## src/rtl/body_type_classifier.sv

```systemverilog
// Body type classifier: splits an input word into LANES body codes, flags each
// code as type-1 or type-0, and registers the per-lane flags and their popcount.
// A single result register sits behind a valid/ready handshake. Saturating
// running totals of type-1 lanes and accepted words are kept alongside it.

// Per-lane classifier. Combinational only; the parent registers the result.
module btc_lane #(
  parameter int CODE_W = 3
) (
  input  logic [CODE_W-1:0] code,
  input  logic              mode,
  input  logic [CODE_W-1:0] pattern,
  output logic              is_t1
);

  // mode 0 matches a uniform code, mode 1 matches the reference pattern
  always_comb begin
    is_t1 = 1'b0;
    if (mode) is_t1 = (code == pattern);
    else      is_t1 = (code == '0) || (code == '1);
  end

endmodule

module body_type_classifier #(
  parameter  int CODE_W = 3,
  parameter  int LANES  = 4,
  parameter  int CNT_W  = 8,
  localparam int OCW    = $clog2(LANES + 1)
) (
  input  logic                    clk,
  input  logic                    rst_n,
  input  logic                    mode,
  input  logic [CODE_W-1:0]       pattern,
  input  logic                    clear,
  input  logic                    in_valid,
  output logic                    in_ready,
  input  logic [LANES*CODE_W-1:0] in_codes,
  output logic                    out_valid,
  input  logic                    out_ready,
  output logic [LANES-1:0]        out_types,
  output logic [OCW-1:0]          out_count,
  output logic [CNT_W-1:0]        tot_type1,
  output logic [CNT_W-1:0]        tot_words
);

  // Sum width large enough that neither the counter nor a full popcount can
  // overflow before the saturation compare.
  localparam int SW = ((CNT_W > OCW) ? CNT_W : OCW) + 1;
  localparam logic [SW-1:0] CNT_MAX = SW'({CNT_W{1'b1}});

  typedef enum logic {EMPTY = 1'b0, FULL = 1'b1} state_t;

  typedef struct packed {
    logic [LANES-1:0] types;
    logic [OCW-1:0]   count;
  } res_t;

  state_t state, state_nxt;
  res_t   res_q, res_d;

  logic [LANES-1:0][CODE_W-1:0] codes;
  logic [LANES-1:0]             lane_t1;
  logic                         accept;
  logic                         deliver;
  logic [CNT_W-1:0]             base_t1, base_words;
  logic [SW-1:0]                sum_t1, sum_words;

  assign codes = in_codes;

  genvar gi;
  generate
    for (gi = 0; gi < LANES; gi++) begin : g_lane
      btc_lane #(.CODE_W(CODE_W)) u_lane (
        .code    (codes[gi]),
        .mode    (mode),
        .pattern (pattern),
        .is_t1   (lane_t1[gi])
      );
    end
  endgenerate

  assign out_valid = (state == FULL);
  assign in_ready  = !out_valid || out_ready;
  assign accept    = in_valid && in_ready;
  assign deliver   = out_valid && out_ready;
  assign out_types = res_q.types;
  assign out_count = res_q.count;

  // Classification result of the word presented this cycle
  always_comb begin
    res_d       = '0;
    res_d.types = lane_t1;
    for (int i = 0; i < LANES; i++) res_d.count = res_d.count + OCW'(lane_t1[i]);
  end

  // Result register occupancy
  always_ff @(posedge clk) begin
    if (!rst_n) state <= EMPTY;
    else        state <= state_nxt;
  end

  // EMPTY/FULL transitions; a simultaneous deliver+accept stays FULL
  always_comb begin
    state_nxt = state;
    case (state)
      EMPTY:   if (accept) state_nxt = FULL;
      FULL:    if (deliver && !accept) state_nxt = EMPTY;
      default: state_nxt = EMPTY;
    endcase
  end

  // Result payload loads only on acceptance, so mode/pattern changes while a
  // result is held cannot disturb it
  always_ff @(posedge clk) begin
    if (!rst_n)      res_q <= '0;
    else if (accept) res_q <= res_d;
  end

  // A clear coinciding with an accept restarts the totals from this word
  always_comb begin
    base_t1    = clear ? '0 : tot_type1;
    base_words = clear ? '0 : tot_words;
    sum_t1     = SW'(base_t1) + SW'(res_d.count);
    sum_words  = SW'(base_words) + SW'(1);
  end

  // Saturating running totals
  always_ff @(posedge clk) begin
    if (!rst_n) begin
      tot_type1 <= '0;
      tot_words <= '0;
    end else if (accept) begin
      tot_type1 <= (sum_t1 > CNT_MAX) ? {CNT_W{1'b1}} : sum_t1[CNT_W-1:0];
      tot_words <= (sum_words > CNT_MAX) ? {CNT_W{1'b1}} : sum_words[CNT_W-1:0];
    end else if (clear) begin
      tot_type1 <= '0;
      tot_words <= '0;
    end
  end

endmodule

```

## config.mk

```make
export PLATFORM = sky130hd
export DESIGN_NAME = body_type_classifier
export DESIGN_NICKNAME = d
export VERILOG_FILES = /design/src/rtl/body_type_classifier.sv
export SDC_FILE = /design/constraint.sdc
export NUM_CORES = 1
export LEC_CHECK = 0
export ABC_AREA = 1
export CELL_PAD_IN_SITES_DETAIL_PLACEMENT = 1
export CELL_PAD_IN_SITES_GLOBAL_PLACEMENT = 1
export CORE_MARGIN = 8
export CORE_UTILIZATION = 43
export DETAILED_ROUTE_END_ITERATION = 8
export DONT_BUFFER_PORTS = 1
export HOLD_SLACK_MARGIN = 0.02
export PLACE_DENSITY_LB_ADDON = 0.25
export RECOVER_POWER = 100
export SYNTH_ARGS = -nofsm -noshare
export SYNTH_HDL_FRONTEND = slang
export SYNTH_SLANG_ARGS = --single-unit
```

## constraint.sdc

```tcl
create_clock -name clk -period 5.15 [get_ports clk]
set_clock_uncertainty 0.05 [all_clocks]
set_input_delay 1.2875 -clock clk [delete_from_list [all_inputs] [get_ports clk]]
set_output_delay 1.2875 -clock clk [all_outputs]
set_load 0.05 [all_outputs]
```

=== After elaboration in Yosys (flattened, before gate mapping) ===
Index checks and enable logic that the tools add are counted.

* Input bits: 21
* Register bits: 24
* Logic and storage cells: 48

* Eq/ne operators: 8
* Magnitude comparators: 2
* Reductions and logical operators: 14
* $add $sub $neg: 5
* Bitwise logic cells: 1
* Muxes and demuxes: 13

{| class="wikitable"
|+ Operator list
! cell !! number
|-
| two-way mux 8 bit || 6
|-
| > comparator 9 x 8 -> 1 bit, second input constant || 2
|-
| == test 3 bit || 4
|-
| == test 3 bit, second input constant || 4
|-
| logical NOT 3 bit || 4
|-
| adder 8 x 1 -> 9 bit, second input constant || 1
|-
| adder 8 x 3 -> 9 bit || 1
|-
| two-way mux 1 bit || 6
|-
| logical OR 1 bit || 5
|-
| adder 2 x 1 -> 3 bit || 1
|-
| adder 3 x 1 -> 3 bit || 1
|-
| logical AND 1 bit || 3
|-
| adder 1 x 1 -> 2 bit || 1
|-
| logical NOT 1 bit || 2
|-
| case mux 1 bit (2 select lines) || 1
|-
| NOT 1 bit || 1
|}

=== Longest topological paths before layout ===
* Depth after elaboration: 10
* Mapped depth: 20
* Depth with buffers taken out: 20

=== Hierarchy ===
A second synthesis with hierarchy kept.

* Cells, all modules: 285
* Area total of the unflattened synthesis: 1790.5 um^2

{| class="wikitable"
|+ Modules (own cells, without submodules)
! module !! cells an instance !! area an instance (um^2) !! instances !! seq. area each (um^2)
|-
| body_type_classifier || 197 || 1440.1 || 1 || 480.5
|-
| btc_lane || 22 || 87.6 || 4 || 0.0
|}

=== Worst setup path before layout ===
Ideal clock, no wire load.

* Path kind: input-to-reg
* Start point: input port mode
* End point: register tot_type1[5]
* Stages: 18
* Arrival: 3975 ps
* Buffers on the path: 1
* Slack: 1015 ps
* Path through: clkbuf_1 > nand2_1 > a21oi_1 > nand4_1 > o31a_1 > fa_1 > inv_1 > ha_1 > ha_1 > fa_1 > nand2_1 > a21oi_1 > nand2_1 > nor2_4 > nand4_4 > nand3_1 > nand2_1 > inv_1

{| class="wikitable"
|+ RTL lines
! what !! line !! source
|-
| start, declared || 33 || <nowiki>input logic mode,</nowiki>
|-
| end signal, assigned || 134 || <nowiki>tot_type1 <= (sum_t1 > CNT_MAX) ? {CNT_W{1'b1}} : sum_t1[CNT_W-1:0];</nowiki>
|-
| end, declared || 43 || <nowiki>output logic [CNT_W-1:0] tot_type1,</nowiki>
|}

==> run metrics <==
outcome finished, final reports clean; Worst-Skew Late Latency around 270 ps; post-synth top area share 26.8%; RD Place Congestion slightly above 0.8; initial antenna violation count 0; Max VDD drop around 0.16 mV; setup repair after global routing missed its margin false; Post-CTS Setup Bufs 0; remaining global-route overflow 0; crit-path cells inv_1 > nand2_1 > a21oi_1 > nand4_1 > o31a_1 > fa_1 > inv_1 > ha_1 > ha_1 > ha_1 > nand2_1 > a21oi_1 > nand2_1 > nor2_1 > nand4_1 > nand3_1 > nand2_1 > inv_1; cell row count 23; Max Slew Vio Count 0; flops & latches, synth 24; number of flops mapped to enable cells by yosys 0; Die H 80.6 um; ys async rst share 0%; Synth Warn # 0; dominant cell type by area after synthesis dfxtp_1; Die X 80.6 um; fin nets approximately 310; Worst EP required roughly 5300 ps; Worst setup SP type input port; synthesized cell area 1790 um2; layout cell share with drive strength beyond 1 4.24%; All-Layer GR Usage ~16%; vias in the first global route about 1900; minimum clock period 4300 ps; Clock Tree Buf Depth 2; vias per cell about 5.4; crit-path leading delay family simple AND/OR/NAND/NOR gates; placed cells between 300 and 400; Max-slew headroom approximately 40%; count of cell types in the netlist 31; hold buffers post-CTS 0; crit path kind in -> reg; Setup TNS 0 ps; Worst Hold Class reg -> reg; Max FO, Critical Path 7; clock sink count 24; ANT nets after route 0; CTS H-tree lvls 1; Worst-Margin Slew ~900 ps; sequential cell area between 400 and 500 um2; vias post-DR 1791; static leakage 0.937 nW; fill count roughly 580; PwrDens ~250 nW/um2; pin count of the biggest net entering global routing 25; CTS buffer count 3; Crit path top cell by count nand2_1; wire per inst 15.1 um; Initial DRC Count 63; maxcap violations 0; io pins 46; Synth area leaders dfxtp_1 27%, nand2_1 14%, inv_1 10%; final hold viol count 0; WP data arrival 4470 ps; detailed-route DRC error count 0; Worst setup EP type flop; first-pass GRT wire length 8610 um; Slowest-stage cell, CP fa_1; Final setup viols 0; non-filler instance count after layout 333; WP buf/inv 3; PortBufs 0; syn nets 317; Final period util between 80 and 90%; Final Core Density roughly 46%; footprint of the multi-input gates around 1000 um2; Area Overhead vs Synth 2.44%; CTS tree yes; Core Region roughly 4000 um2; fin area approximately 1800 um2; clk root buf clkbuf_8; Starting Density between 40 and 50%; die area around 6500 um2; Cells after Synth ~290; DRT Pass-1 Iters 4; f_max between 0.2 and 0.25 GHz; total wire length roughly 5000 um; Worst-path clk slew roughly 90 ps; Total Power between 0.0004 and 0.0005 W; Antenna diodes 0; Avg Cell Area, Syn between 6 and 7 um2; post-cts gate resize count 0; DP Wirelength 3840 um; slowest stage delay, CP 530 ps; dpl cell area 1810 um2; register area share after synthesis 26.8%; Top FF cell, synth dfxtp_1
==> worst min-delay path, cell delays in order (launching register included) <==
cell and delay, ps:
dfxtp_1 500, nor2_1 170, nor2_1 50
==> cell families (layout without fill, tap and decap cells) <==
logic type,after synthesis,count (layout),synth area share (%)
simple gates,143,143,36.1
fa+ha+maj,9,9,7.12
compound gates,47,47,14.6
buf+inv,60,56,13.5
flops,24,24,26.8
xor+xnor,4,4,1.95
==> cells in the mapped netlist (2+ instances only) <==
cell	count
nand2_1	67
inv_1	49
nor2_1	34
dfxtp_1	24
nand3_1	23
a21oi_1	20
o21ai_0	17
ha_1	7
clkbuf_1	5
nand4_1	5
nand2_2	4
xnor2_1	4
o211ai_1	3
a31oi_1	2
buf_4	2
fa_1	2
inv_2	2
nand3b_1	2
nor2_4	2
or2_2	2
==> cell usage in the layout (no fill, tap or decap) <==
cell type | synthesis | final
o211ai_1 | 3 | 3
dfxtp_1 | 24 | 24
nor2_4 | 2 | 1
or2_2 | 2 | 2
nand2_2 | 4 | 2
ha_1 | 7 | 7
inv_2 | 2 | 1
o21ai_0 | 17 | 17
nor3_1 | 1 | 1
a21oi_1 | 20 | 20
nand3b_1 | 2 | 2
nand3_1 | 23 | 23
nand2_1 | 67 | 69
nand4_1 | 5 | 6
xnor2_1 | 4 | 4
nand3_2 | 1 | 1
clkbuf_1 | 5 | 1
nor2_1 | 34 | 35
o31a_1 | 1 | 1
inv_1 | 49 | 50
a31oi_1 | 2 | 2
o2111ai_1 | 1 | 1
fa_1 | 2 | 2
nor3_2 | 1 | 1
o311ai_0 | 1 | 1
o21a_1 | 1 | 1
a21o_1 | 1 | 1
clkbuf_8 | 0 | 4
==> stage by stage <==
| step | setup slack (ps) | hold slack [ps] |
|---|---|---|
| global placement | 1040 | 684 |
| global route | 503 | 729 |
| CTS | 1160 | 703 |
| floorplan | 1020 | 652 |
| finish | 855 | 705 |
| detailed placement | 919 | 691 |
==> final cells by class <==
type | instances | share of cell area (%)
multi-input cells | 203 | 56.8
flip-flops and latches | 24 | 26.2
clock buffers | 4 | 3.00
repair buffers | 1 | 0.204
inverters | 51 | 10.4
well taps | 50 | 3.41
==> power breakdown <==
part / total [W] / internal, W / switching (W)
combinational: 0.0000793 / 0.0000301 / 0.0000492
sequential: 0.000245 / 0.000197 / 0.0000485
clock: 0.000133 / 0.0000684 / 0.0000649
==> flip-flops by register name, indices dropped and copies added, names as in the netlist <==
signal     count
out_valid      1
out_types      4
out_count      3
tot_type1      8
tot_words      8
==> layer usage <==
layer  GRT usage, %  routed length, um
met5              0                  0
met4           2.18                 31
met3           4.02                244
met2           30.1               2480
met1           18.7               2280
==> worst paths after layout <==
kind	endpoint	slack, ps	cells after the start	startpoint
setup reg to reg	tot_type1[5]	1750	10	out_valid
hold reg to reg	out_count[2]	700	2	out_count[2]
hold / removal	out_count[2]	700	2	out_count[2]
setup / recovery	tot_type1[5]	850	18	pattern[0]
Note: power is estimated with default switching activity, not from simulation.
